## src/rtl/mc_arb_pkg.sv

```systemverilog
// Shared encodings and helpers for the MiniComputer data-memory arbiter.
package mc_arb_pkg;

    localparam logic [1:0] SZ_NONE = 2'b00;
    localparam logic [1:0] SZ_BYTE = 2'b01;
    localparam logic [1:0] SZ_HALF = 2'b10;
    localparam logic [1:0] SZ_WORD = 2'b11;

    localparam logic [1:0] ST_IDLE  = 2'd0;
    localparam logic [1:0] ST_ISSUE = 2'd1;
    localparam logic [1:0] ST_WAIT  = 2'd2;
    localparam logic [1:0] ST_DONE  = 2'd3;

    localparam logic GNT_CPU = 1'b0;
    localparam logic GNT_CLI = 1'b1;

    // Half accesses need an even address, word accesses a 4-byte aligned one.
    function automatic logic is_aligned(input logic [1:0] mode, input logic [1:0] addr_lo);
        logic ok;
        case (mode)
            SZ_HALF: ok = ~addr_lo[0];
            SZ_WORD: ok = (addr_lo == 2'b00);
            default: ok = 1'b1;
        endcase
        return ok;
    endfunction

endpackage

```

## src/rtl/mc_rr_pick2.sv

```systemverilog
// Two-way round-robin picker: on a tie, grants the requester that did not win last.
module mc_rr_pick2
    import mc_arb_pkg::*;
(
    input  logic cpu_req,
    input  logic cli_req,
    input  logic last_gnt,
    output logic gnt_c,
    output logic any_c
);

    always_comb begin
        any_c = cpu_req | cli_req;
        gnt_c = GNT_CPU;
        if (cpu_req && cli_req) begin
            gnt_c = (last_gnt == GNT_CPU) ? GNT_CLI : GNT_CPU;
        end else if (cli_req) begin
            gnt_c = GNT_CLI;
        end
    end

endmodule

```

## src/rtl/mc_dmem_arbiter.sv

```systemverilog
// Arbitrates the single-port data memory between the CPU LSU and the client debug port.
// Define MC_ARB_STATS_EN to add saturating grant/error counters.
module mc_dmem_arbiter
    import mc_arb_pkg::*;
#(
    parameter int unsigned AW     = 32,
    parameter int unsigned DW     = 32,
    parameter int unsigned TO_CYC = 16
) (
    input  logic          Clk,
    input  logic          Rst,
    input  logic          CpuReq,
    input  logic          CpuWe,
    input  logic [1:0]    CpuMode,
    input  logic [AW-1:0] CpuAddr,
    input  logic [DW-1:0] CpuWData,
    output logic          CpuDone,
    output logic [DW-1:0] CpuRData,
    input  logic [AW-1:0] ClientMemAddr,
    input  logic [DW-1:0] ClientMemWrite,
    input  logic [1:0]    CWDM,
    input  logic [1:0]    CRDM,
    output logic [DW-1:0] ClientMemRead,
    output logic          CReady,
    output logic          Err,
    output logic          MemEn,
    output logic          MemWe,
    output logic [1:0]    MemMode,
    output logic [AW-1:0] MemAddr,
    output logic [DW-1:0] MemWData,
    input  logic [DW-1:0] MemRData,
    input  logic          MemAck
`ifdef MC_ARB_STATS_EN
    ,
    output logic [15:0]   CpuGntCnt,
    output logic [15:0]   CliGntCnt,
    output logic [15:0]   ErrCnt
`endif
);

    localparam int unsigned    TW      = $clog2(TO_CYC + 1);
    localparam logic [TW-1:0]  TO_LAST = TW'(TO_CYC - 1);

    function automatic logic [DW-1:0] zext(input logic [1:0] mode, input logic [DW-1:0] d);
        logic [DW-1:0] r;
        case (mode)
            SZ_BYTE: r = DW'(d[7:0]);
            SZ_HALF: r = DW'(d[15:0]);
            default: r = d;
        endcase
        return r;
    endfunction

    logic [1:0]    state_q, nxt_state;
    logic          gnt_q, nxt_gnt;
    logic          last_gnt_q, nxt_last;
    logic [TW-1:0] timer_q, nxt_timer;

    logic          nxt_cpu_done, nxt_cready, nxt_err;
    logic [DW-1:0] nxt_cpu_rdata, nxt_cli_rdata;
    logic          nxt_mem_en, nxt_mem_we;
    logic [1:0]    nxt_mem_mode;
    logic [AW-1:0] nxt_mem_addr;
    logic [DW-1:0] nxt_mem_wdata;
    logic          fin, fin_err;
    logic [DW-1:0] fin_data;

    // Client write wins over a simultaneous client read.
    logic          cpu_req_c, cli_req_c, cli_we_c;
    logic [1:0]    cli_mode_c;
    logic          pick_gnt_c, pick_any_c;
    logic          sel_we_c;
    logic [1:0]    sel_mode_c;
    logic [AW-1:0] sel_addr_c;
    logic [DW-1:0] sel_data_c;

    assign cpu_req_c  = CpuReq & (CpuMode != SZ_NONE);
    assign cli_we_c   = (CWDM != SZ_NONE);
    assign cli_req_c  = cli_we_c | (CRDM != SZ_NONE);
    assign cli_mode_c = cli_we_c ? CWDM : CRDM;

    mc_rr_pick2 u_pick (
        .cpu_req  (cpu_req_c),
        .cli_req  (cli_req_c),
        .last_gnt (last_gnt_q),
        .gnt_c    (pick_gnt_c),
        .any_c    (pick_any_c)
    );

    assign sel_we_c   = (pick_gnt_c == GNT_CPU) ? CpuWe    : cli_we_c;
    assign sel_mode_c = (pick_gnt_c == GNT_CPU) ? CpuMode  : cli_mode_c;
    assign sel_addr_c = (pick_gnt_c == GNT_CPU) ? CpuAddr  : ClientMemAddr;
    assign sel_data_c = (pick_gnt_c == GNT_CPU) ? CpuWData : ClientMemWrite;

    // Next-state and next-output logic; every output is registered from these.
    always_comb begin
        nxt_state     = state_q;
        nxt_gnt       = gnt_q;
        nxt_last      = last_gnt_q;
        nxt_timer     = timer_q;
        nxt_mem_en    = 1'b0;
        nxt_mem_we    = MemWe;
        nxt_mem_mode  = MemMode;
        nxt_mem_addr  = MemAddr;
        nxt_mem_wdata = MemWData;
        nxt_cpu_done  = 1'b0;
        nxt_cready    = 1'b0;
        nxt_err       = 1'b0;
        nxt_cpu_rdata = CpuRData;
        nxt_cli_rdata = ClientMemRead;
        fin           = 1'b0;
        fin_err       = 1'b0;
        fin_data      = '0;

        case (state_q)
            ST_IDLE: begin
                if (pick_any_c) begin
                    nxt_gnt   = pick_gnt_c;
                    nxt_timer = '0;
                    if (is_aligned(sel_mode_c, sel_addr_c[1:0])) begin
                        nxt_state     = ST_ISSUE;
                        nxt_mem_en    = 1'b1;
                        nxt_mem_we    = sel_we_c;
                        nxt_mem_mode  = sel_mode_c;
                        nxt_mem_addr  = sel_addr_c;
                        nxt_mem_wdata = sel_data_c;
                    end else begin
                        nxt_state = ST_DONE;
                        fin       = 1'b1;
                        fin_err   = 1'b1;
                    end
                end
            end
            ST_ISSUE: begin
                nxt_state = ST_WAIT;
                nxt_timer = timer_q + TW'(1);
            end
            ST_WAIT: begin
                if (MemAck) begin
                    nxt_state = ST_DONE;
                    fin       = 1'b1;
                    fin_data  = zext(MemMode, MemRData);
                end else if (timer_q >= TO_LAST) begin
                    nxt_state = ST_DONE;
                    fin       = 1'b1;
                    fin_err   = 1'b1;
                end else begin
                    nxt_timer = timer_q + TW'(1);
                end
            end
            ST_DONE: begin
                nxt_state = ST_IDLE;
                nxt_last  = gnt_q;
                nxt_timer = '0;
            end
            default: nxt_state = ST_IDLE;
        endcase

        if (fin) begin
            nxt_err = fin_err;
            if (nxt_gnt == GNT_CPU) begin
                nxt_cpu_done  = 1'b1;
                nxt_cpu_rdata = fin_data;
            end else begin
                nxt_cready    = 1'b1;
                nxt_cli_rdata = fin_data;
            end
        end
    end

    always_ff @(posedge Clk or negedge Rst) begin
        if (!Rst) begin
            state_q       <= ST_IDLE;
            gnt_q         <= GNT_CPU;
            last_gnt_q    <= GNT_CLI;
            timer_q       <= '0;
            CpuDone       <= 1'b0;
            CpuRData      <= '0;
            ClientMemRead <= '0;
            CReady        <= 1'b0;
            Err           <= 1'b0;
            MemEn         <= 1'b0;
            MemWe         <= 1'b0;
            MemMode       <= SZ_NONE;
            MemAddr       <= '0;
            MemWData      <= '0;
        end else begin
            state_q       <= nxt_state;
            gnt_q         <= nxt_gnt;
            last_gnt_q    <= nxt_last;
            timer_q       <= nxt_timer;
            CpuDone       <= nxt_cpu_done;
            CpuRData      <= nxt_cpu_rdata;
            ClientMemRead <= nxt_cli_rdata;
            CReady        <= nxt_cready;
            Err           <= nxt_err;
            MemEn         <= nxt_mem_en;
            MemWe         <= nxt_mem_we;
            MemMode       <= nxt_mem_mode;
            MemAddr       <= nxt_mem_addr;
            MemWData      <= nxt_mem_wdata;
        end
    end

`ifdef MC_ARB_STATS_EN
    // Counters advance once per completed transaction, in the DONE cycle.
    always_ff @(posedge Clk or negedge Rst) begin
        if (!Rst) begin
            CpuGntCnt <= '0;
            CliGntCnt <= '0;
            ErrCnt    <= '0;
        end else if (state_q == ST_DONE) begin
            if (gnt_q == GNT_CPU) begin
                if (CpuGntCnt != '1) CpuGntCnt <= CpuGntCnt + 16'd1;
            end else begin
                if (CliGntCnt != '1) CliGntCnt <= CliGntCnt + 16'd1;
            end
            if (Err && (ErrCnt != '1)) ErrCnt <= ErrCnt + 16'd1;
        end
    end
`endif

endmodule

```

## config.mk

```make
export PLATFORM = sky130hd
export DESIGN_NAME = mc_dmem_arbiter
export DESIGN_NICKNAME = d
export VERILOG_FILES = /design/src/rtl/mc_arb_pkg.sv /design/src/rtl/mc_rr_pick2.sv /design/src/rtl/mc_dmem_arbiter.sv
export SDC_FILE = /design/constraint.sdc
export NUM_CORES = 1
export LEC_CHECK = 0
export CORE_ASPECT_RATIO = 0.9
export CORE_MARGIN = 2
export CORE_UTILIZATION = 40
export CTS_CLUSTER_SIZE = 12
export DETAILED_ROUTE_END_ITERATION = 16
export PLACE_DENSITY_LB_ADDON = 0.12
export SYNTH_ARGS = -nofsm -noshare
export SYNTH_HDL_FRONTEND = slang
export SYNTH_SLANG_ARGS = --single-unit
export TNS_END_PERCENT = 5
```

## constraint.sdc

```tcl
create_clock -name Clk -period 3.1 [get_ports Clk]
set_input_delay 0.62 -clock Clk [delete_from_list [all_inputs] [get_ports Clk]]
set_output_delay 0.62 -clock Clk [all_outputs]
set_load 0.05 [all_outputs]
```

# Word level (Yosys, flattened, before mapping)
# Cells that the tools add are included.
[word_totals] ff_bits=144 input_bits=171 wordCells=83
[op_classes] n_addsub=1 order_cmp=1 eq_ne=11 mux=40 n_bitwise=5 reduce_logical=11
[op_table] op="$mux W32" count=4
[op_table] op="$pmux W32 S2" count=1
[op_table] op="$mux W1" count=21
[op_table] op="$pmux W5 S4" count=1
[op_table] op="$mux W5" count=3
[op_table] op="$mux W2" count=6
[op_table] op="$eq A2 B2 Y1 const B" count=5
[op_table] op="$pmux W2 S4" count=1
[op_table] op="$ne A2 B2 Y1 const B" count=3
[op_table] op="$pmux W1 S2" count=3
[op_table] op="$reduce_and A2 Y1" count=3
[op_table] op="$reduce_and A3 Y1" count=2
[op_table] op="$reduce_bool A2 Y1" count=3
[op_table] op="$add A5 B1 Y5 const B" count=1
[op_table] op="$ge A5 B4 Y1 const B" count=1
[op_table] op="$eq A2 B1 Y1 const B" count=2
[op_table] op="$logic_not A2 Y1" count=2
[op_table] op="$ne A3 B3 Y1 const B" count=1
[op_table] op="$not A1 Y1" count=2
[op_table] op="$or A1 B1 Y1" count=2
[op_table] op="$and A1 B1 Y1" count=1
[op_table] op="$logic_and A1 B1 Y1" count=1

# Longest topological paths before layout
# Gate-level depths: netlist (run 1).
[logic_depth] word_depth=13 ltp_mapped=9

# Hierarchy
# A second synthesis (run 1) with hierarchy kept.
[unflattened] cells_unflattened=477 hier_area_um2=6722.7
[modules_own_cells] module="mc_dmem_arbiter" instances=1 cells_each=475 area_each_um2=6708.9 seq_area_each_um2=3604.7
[modules_own_cells] module="mc_rr_pick2" instances=1 cells_each=2 area_each_um2=13.8 seq_area_each_um2=0.0

# Least setup slack after synthesis (run 1)
# Ideal clock, no wire load.
[synth_timing] path_kind="input port to flip-flop" startpoint="input CWDM[1]" endpoint="register CpuRData[10]" setup_time_ps=125 arrival_ps=2262 t_required_ps=2975 setup_slack_ps=713 path_stages=5 path_buffers=1 path_cell_list="or4_4 a32o_1 a211oi_4 buf_6 mux2_2"
[synth_between] elab_cells_between_ends=23
[synth_lines] item="from (decl)" line_no="mc_dmem_arbiter.sv:21" source="input logic [1:0] CWDM,"
[synth_lines] item="$reduce_bool A2 Y1 *" line_no="mc_dmem_arbiter.sv:78" source="assign cli_we_c = (CWDM != SZ_NONE);"
[synth_lines] item="$or A1 B1 Y1 *" line_no="mc_dmem_arbiter.sv:79" source="assign cli_req_c = cli_we_c | (CRDM != SZ_NONE);"
[synth_lines] item="$mux W1 / $logic_and A1 B1 Y1 (equally long branches)" line_no="mc_rr_pick2.sv:17, mc_rr_pick2.sv:15"
[synth_lines] item="$mux W1" line_no="mc_rr_pick2.sv:15" source="if (cpu_req && cli_req) begin"
[synth_lines] item="$mux W1 *" line_no="mc_dmem_arbiter.sv:117" source="if (pick_any_c) begin"
[synth_lines] item="$mux W1 *" line_no="mc_dmem_arbiter.sv:115" source="case (state_q)"
[synth_lines] item="named net nxt_gnt" line_no="mc_dmem_arbiter.sv:55" source="logic gnt_q, nxt_gnt;"
[synth_lines] item="$not A1 Y1 (no source line) *"
[synth_lines] item="$reduce_and A2 Y1 (no source line) *"
[synth_lines] item="to (signal assigned)" line_no="mc_dmem_arbiter.sv:193" source="CpuRData <= nxt_cpu_rdata;"
[synth_lines] item="to (decl)" line_no="mc_dmem_arbiter.sv:18" source="output logic [DW-1:0] CpuRData,"
# Mark *: on every way through the listed nets, which the timed path passes. The rest lies on a longest branch. The select of a mux whose other input is x is not followed.
# A chain may end at the register's enable or synchronous reset.

# Final worst setup path (run 1)
[layout_timing] startpoint="input CWDM[1]" endpoint="register ClientMemRead[6]"
[layout_between] elab_chain_len=13 elab_cells_between_ends=22
[layout_rtl] item="$reduce_bool A2 Y1" line_no="mc_dmem_arbiter.sv:78"
[layout_rtl] item="$or A1 B1 Y1" line_no="mc_dmem_arbiter.sv:79"
[layout_rtl] item="$mux W1 / $logic_and A1 B1 Y1 (equally long branches)" line_no="mc_rr_pick2.sv:17, mc_rr_pick2.sv:15"
[layout_rtl] item="$mux W1" line_no="mc_rr_pick2.sv:15"
[layout_rtl] item="$mux W2 / $mux W32 (equally long branches)" line_no="mc_dmem_arbiter.sv:91, mc_dmem_arbiter.sv:92"
[layout_rtl] item="$eq A2 B2 Y1, or another cell as far along" line_no="mc_arb_pkg.sv:20" source="case (mode)"
[layout_rtl] item="$pmux W1 S2" line_no="mc_arb_pkg.sv:20"
[layout_rtl] item="$mux W1" line_no="mc_dmem_arbiter.sv:117"
[layout_rtl] item="$mux W1" line_no="mc_dmem_arbiter.sv:115"
[layout_rtl] item="$mux W1" line_no="mc_dmem_arbiter.sv:120" source="if (is_aligned(sel_mode_c, sel_addr_c[1:0])) begin"
[layout_rtl] item="$mux W1" line_no="mc_dmem_arbiter.sv:117"
[layout_rtl] item="$pmux W1 S2" line_no="mc_dmem_arbiter.sv:115"
[layout_rtl] item="$reduce_and A2 Y1 (no source line) *"
[layout_rtl] item="to (signal assigned)" line_no="mc_dmem_arbiter.sv:194" source="ClientMemRead <= nxt_cli_rdata;"
[layout_rtl] item="to (decl)" line_no="mc_dmem_arbiter.sv:23" source="output logic [DW-1:0] ClientMemRead,"
# Mark *: on every way between the ends. The rest lies on a longest branch, timed or not. The select of a mux whose other input is x is not followed.

==> metrics, run 1 <==
H-tree lvl count 4; filler instances 1347; Routed Antenna Nets 0; Worst-path clk slew 0.06 ns; CTS tree done; first-pass GRT wire length 29600 um; post-CTS sizing 0; # IOs 306; largest net degree at the start of global routing 71; Post-Syn Area 6760 sq um; status completed; post-synthesis async set-or-reset flop share 100%; final hold vios 0; largest fanout on the critical path 16; relative slew slack 30.8%; actual slew at the worst max-slew pin 1.04 ns; sw power 5.38 mW; clock sinks 144; post-synth top area share 52.9%; Multi-input gate area 2980 sq um; dpl hpwl 14000 um; syn avg cell area 10.9 sq um; Clock Tree Buf Depth 2; DRT Pass-1 Iters 4; final count of negative-setup-slack endpoints 0; area grow syn2layout 58.8%; CTS Hold Bufs 0; Mapped Nets 797; Diodes inserted 0; Routed wire per std cell 16.6 um; vias in the first global route 5848; post-synth top area cell dfrtp_1; Power Density 1100 nW/um^2; Residual DRC 0; clk_lat worst skew 0.42 ns; total number of yosys warnings 0; postcts setup bufs 0; RR Startpoint timer_q[0]; Reg area 3600 sq um; initial core utilization 40.4%; Area contributors post-synth dfrtp_1, mux2_2, nand2_1; CTS buffer count 17; clock share of power 17.1%; Die ar. 18000 sq um; Finished Core Util 64.2%; maxcap violations 0; VDD IR-drop max 0.000722 V; root buf cell clkbuf_16; grt ovf 0; top post-synthesis cells by count nand2_1, dfrtp_1, mux2_2, and2_1, clkbuf_1; most numerous cell in the Yosys netlist nand2_1; port bufs 305; Peak Freq 337 MHz; Tot GR Track Use 21.0%; Die Span Y 127 um; Setup CP Type in2reg; GPL Wtd Cong 0.912; Worst Path Arrival 3.27 ns; # rows 45; Core ar. 16700 sq um; final period utilization 95.7%; Die Wd 141 um; min Tclk post-route 2.97 ns; top_reg_cell synth dfrtp_1; Post-Syn Instances 620; share of cells above drive strength 1 20.0%; DR vias 5602; Vias/cell 4.83; synth unique cells 41; sequential-to-total area share from yosys stat 53.3%; Hold WS 0.158 ns; Iter 0 DRT Violations 138; Worst Setup End Kind flip-flop; Comb power frac 56.5%; R2R Setup Slk 0.21 ns; Static Leak 4.90 nW; Required @ worst endpoint 3.40 ns; clk_skew 0.00727 ns; nets@finish 1113; worst hold path class in2async; Sw Share 45.7%; Inst Count DP 1127; WL final 19200 um; final std cells w/o fill 1160; synthesized flop and latch total 144; Reg-to-Reg End ClientMemRead[6]; Worst R2R Path Depth 8; antenna violations before repair 0; Worst Setup Start Kind input port; Post-synth EDFFs 0; Flop pwr share 26.5%; P_int 6.39 mW; Max Slew Vio Count 0; Power, Total 11.8 mW
-- sequential cells by signal (all words and copies together) (netlist names) --
register / flops
CReady: 1
ClientMemRead: 32
CpuDone: 1
CpuRData: 32
Err: 1
MemAddr: 32
MemEn: 1
MemMode: 2
MemWData: 32
MemWe: 1
gnt_q: 1
last_gnt_q: 1
state_q: 2
timer_q: 5
-- critical path, cell delays in order --
cell	delay, ns
clkdlybuf4s50_1	0.55
nor4_2	0.38
o21ai_0	0.16
o21ba_2	0.29
a21oi_2	0.83
mux2_2	0.42
-- cell families (layout without fill, tap and decap cells) --
family,Yosys count,in the layout,synth area share [%]
AO/OA/AOI/OAI,39,40,4.05
adder cells (fa/ha/maj),6,6,1.11
flip-flops,144,144,53.3
AND/OR/NAND/NOR,260,260,16.6
buffers and inverters,40,368,3.16
multiplexers,131,131,21.8
-- worst max path at each step --
stage	from	endpoint	cells past startpoint
floorplan	CWDM[1]	CpuRData[10]	5
global placement	CWDM[1]	ClientMemRead[23]	6
detailed placement	CWDM[1]	ClientMemRead[29]	6
CTS	CWDM[1]	ClientMemRead[31]	6
global route	timer_q[0]	ClientMemRead[6]	8
finish	CWDM[1]	ClientMemRead[6]	6
-- power groups by stage --
stage	registers [mW]	clock network, mW	logic, mW
finish	3.11	2.01	6.65
global route	3.22	2.15	6.97
CTS	3.12	2.05	6.69
detailed placement	3.14	0	6.68
global placement	3.10	0	6.61
floorplan	5.71	0	1.72
-- metal layers --
| layer | wire [um] | global-route usage (%) | part of all wire (%) | up-vias |
|---|---|---|---|---|
| li1 | - | - | - | 2713 |
| met1 | 7980 | 24.7 | 42 | 2644 |
| met2 | 9030 | 34.5 | 47 | 215 |
| met3 | 1860 | 9.41 | 9.6 | 30 |
| met4 | 361 | 7.35 | 1.9 | 0 |
| met5 | 0 | 0 | 0 | - |
-- metrics by stage --
step	setup slack [ns]	instance area [sq um]	TNS, ns
6_report	0.133	10700	0
2_1_floorplan	0.713	6760	0
3_5_place_dp	-0.382	10100	-13.82
3_3_place_gp	-0.265	10100	-8.75
4_1_cts	0.0762	10700	0
5_1_grt	-0.0212	10700	-0.190
-- layout make-up --
type,count,area share [%]
inverters,8,0.280
well taps,211,2.46
flip-flops and latches,144,33.6
clock buffers,18,4.00
clock inverters,14,1.43
repair buffers,328,30.5
multi-input cells,437,27.7
-- cell usage in the layout, fill, tap and decap left out, types with 4 or more instances in the layout --
cell / n
inv_1: 8
dfrtp_1: 143
a21oi_1: 7
nand2b_1: 5
nor2_1: 6
buf_4: 19
ha_1: 6
clkdlybuf4s50_1: 304
mux2_1: 7
and3_1: 10
inv_6: 4
and2_1: 24
clkbuf_16: 17
mux2_2: 122
nand2_1: 201
o21ai_0: 14
buf_12: 4
Power figures use the tool's default switching activity.
==> inputs of run 2 (changes only) <==
--- a/config.mk
+++ b/config.mk
@@ -5,7 +5,7 @@
 export SDC_FILE = /design/constraint.sdc
 export NUM_CORES = 1
 export LEC_CHECK = 0
-export CORE_ASPECT_RATIO = 0.9
+export CORE_ASPECT_RATIO = 1.75
 export CORE_MARGIN = 2
 export CORE_UTILIZATION = 40
 export CTS_CLUSTER_SIZE = 12
==> metrics, run 2 (synthesis results as in run 1) <==
Setup CP Type reg2reg; share of cells above drive strength 1 19.1%; sw power 5.28 mW; Flop pwr share 26.3%; Multi-input gate area 2970 sq um; Vias/cell 4.84; Routed Antenna Nets 0; slowest cell on the critical path dfrtp_1; worst hold path class in2async; clk_skew 0.00637 ns; Peak Freq 385 MHz; crit path cell chain ha_1 > and3_1 > ha_1 > nor2_1 > a31oi_1 > o21ba_2 > a211oi_4 > buf_12 > mux2_2; Max Slew Vio Count 0; root buf cell clkbuf_16; VDD IR-drop max 0.000647 V; post-CTS sizing 0; CTS Hold Bufs 0; largest net degree at the start of global routing 71; commonest non-fill, non-tap cell in the layout clkdlybuf4s50_1; Required @ worst endpoint 3.39 ns; port bufs 305; final period utilization 83.7%; Worst Setup End Kind flip-flop; first-pass GRT wire length 29500 um; nets@finish 1105; postcts setup bufs 0; CP dominant cell by count ha_1; Die ar. 18000 sq um; Reg area 3600 sq um; CTS buffer count 17; Sw Share 44.7%; largest fanout on the critical path 33; Clock Tree Buf Depth 2; Worst Path Arrival 2.89 ns; grt ovf 0; Reg-to-Reg End CpuRData[24]; Routed wire per std cell 16.4 um; Setup TNS 0 ns; WL final 19100 um; min Tclk post-route 2.59 ns; maxcap violations 0; actual slew at the worst max-slew pin 0.633 ns; Worst Setup Start Kind flip-flop; post-route cell area 10800 sq um; placed inst area 10100 sq um; Iter 0 DRT Violations 141; status completed; Residual DRC 0; Power Density 1100 nW/um^2; antenna violations before repair 0; Tot GR Track Use 21.2%; Die Wd 102 um; relative slew slack 57.8%; Hold WS 0.191 ns; Diodes inserted 0; area grow syn2layout 59.1%; unrepaired setup endpoints after global routing no; # IOs 306; Static Leak 4.89 nW; initial core utilization 41.1%; P_int 6.53 mW; Worst R2R Path Depth 9; vias in the first global route 5868; filler instances 1357; Comb power frac 56.2%; max incr delay on CP 0.40 ns; Worst-path clk slew 0.06 ns; dpl hpwl 14500 um; clk_lat worst skew 0.41 ns; Core ar. 16400 sq um; GPL Wtd Cong 0.861; R2R Setup Slk 0.51 ns; clock share of power 17.6%; clock sinks 144; DRT Pass-1 Iters 4; Die Span Y 176 um; # rows 62; RR Startpoint timer_q[0]; CTS tree done; DR vias 5636; H-tree lvl count 4; final hold vios 0; commonest cells after routing, fill and taps aside clkdlybuf4s50_1, nand2_1, dfrtp_1; final count of negative-setup-slack endpoints 0
==> run 2: power groups by stage <==
| stage | logic, mW | clock network [mW] | registers [mW] |
|---|---|---|---|
| floorplan | 1.72 | 0 | 5.71 |
| global placement | 6.60 | 0 | 3.09 |
| detailed placement | 6.69 | 0 | 3.14 |
| CTS | 6.71 | 2.13 | 3.11 |
| global route | 6.96 | 2.21 | 3.21 |
| finish | 6.63 | 2.08 | 3.10 |
==> run 2: how the worst max path moves through the flow <==
| stage | startpoint | endpoint | slack (ns) |
|---|---|---|---|
| final | timer_q[0] | CpuRData[24] | 0.51 |
| after global routing | timer_q[0] | CpuRData[5] | 0.36 |
| after CTS | timer_q[0] | CpuRData[24] | 0.51 |
| after detailed placement | CWDM[1] | MemAddr[13] | 0.11 |
| after global placement | CWDM[1] | MemAddr[15] | 0.12 |
| after floorplan | CWDM[1] | CpuRData[10] | 0.71 |
==> run 2: layout make-up <==
type	count	share of cell area (%)
multi-input combinational	436	27.6
tap	224	2.61
timing repair buffer	321	30.3
clock inverter	9	1.23
sequential	144	33.5
clock buffer	22	4.41
inverter	8	0.279
==> run 2: stage by stage <==
stage / power, mW / util (%) / instances / worst slack (ns)
2_1_floorplan: 7.43 / - / 620 / 0.713
3_3_place_gp: 9.69 / 61.7 / 1133 / 0.120
3_5_place_dp: 9.82 / 61.7 / 1133 / 0.113
4_1_cts: 12.0 / 65.4 / 1164 / 0.510
5_1_grt: 12.4 / 65.4 / 1164 / 0.356
6_report: 11.8 / 65.4 / 1164 / 0.505
==> run 2: critical path: cells and delay by family, from the launching register on <==
family | cells | cell delay, ns
mux | 1 | 0.37
buf+inv | 1 | 0.25
flops | 1 | 0.40
simple gates | 2 | 0.24
fa+ha+maj | 2 | 0.37
compound gates | 3 | 0.83
==> run 2: layer usage <==
metal	track usage, %	wire length, um
met1	22.5	6910
met2	37.5	9890
met4	8.67	499
met3	7.40	1750
met5	0	0
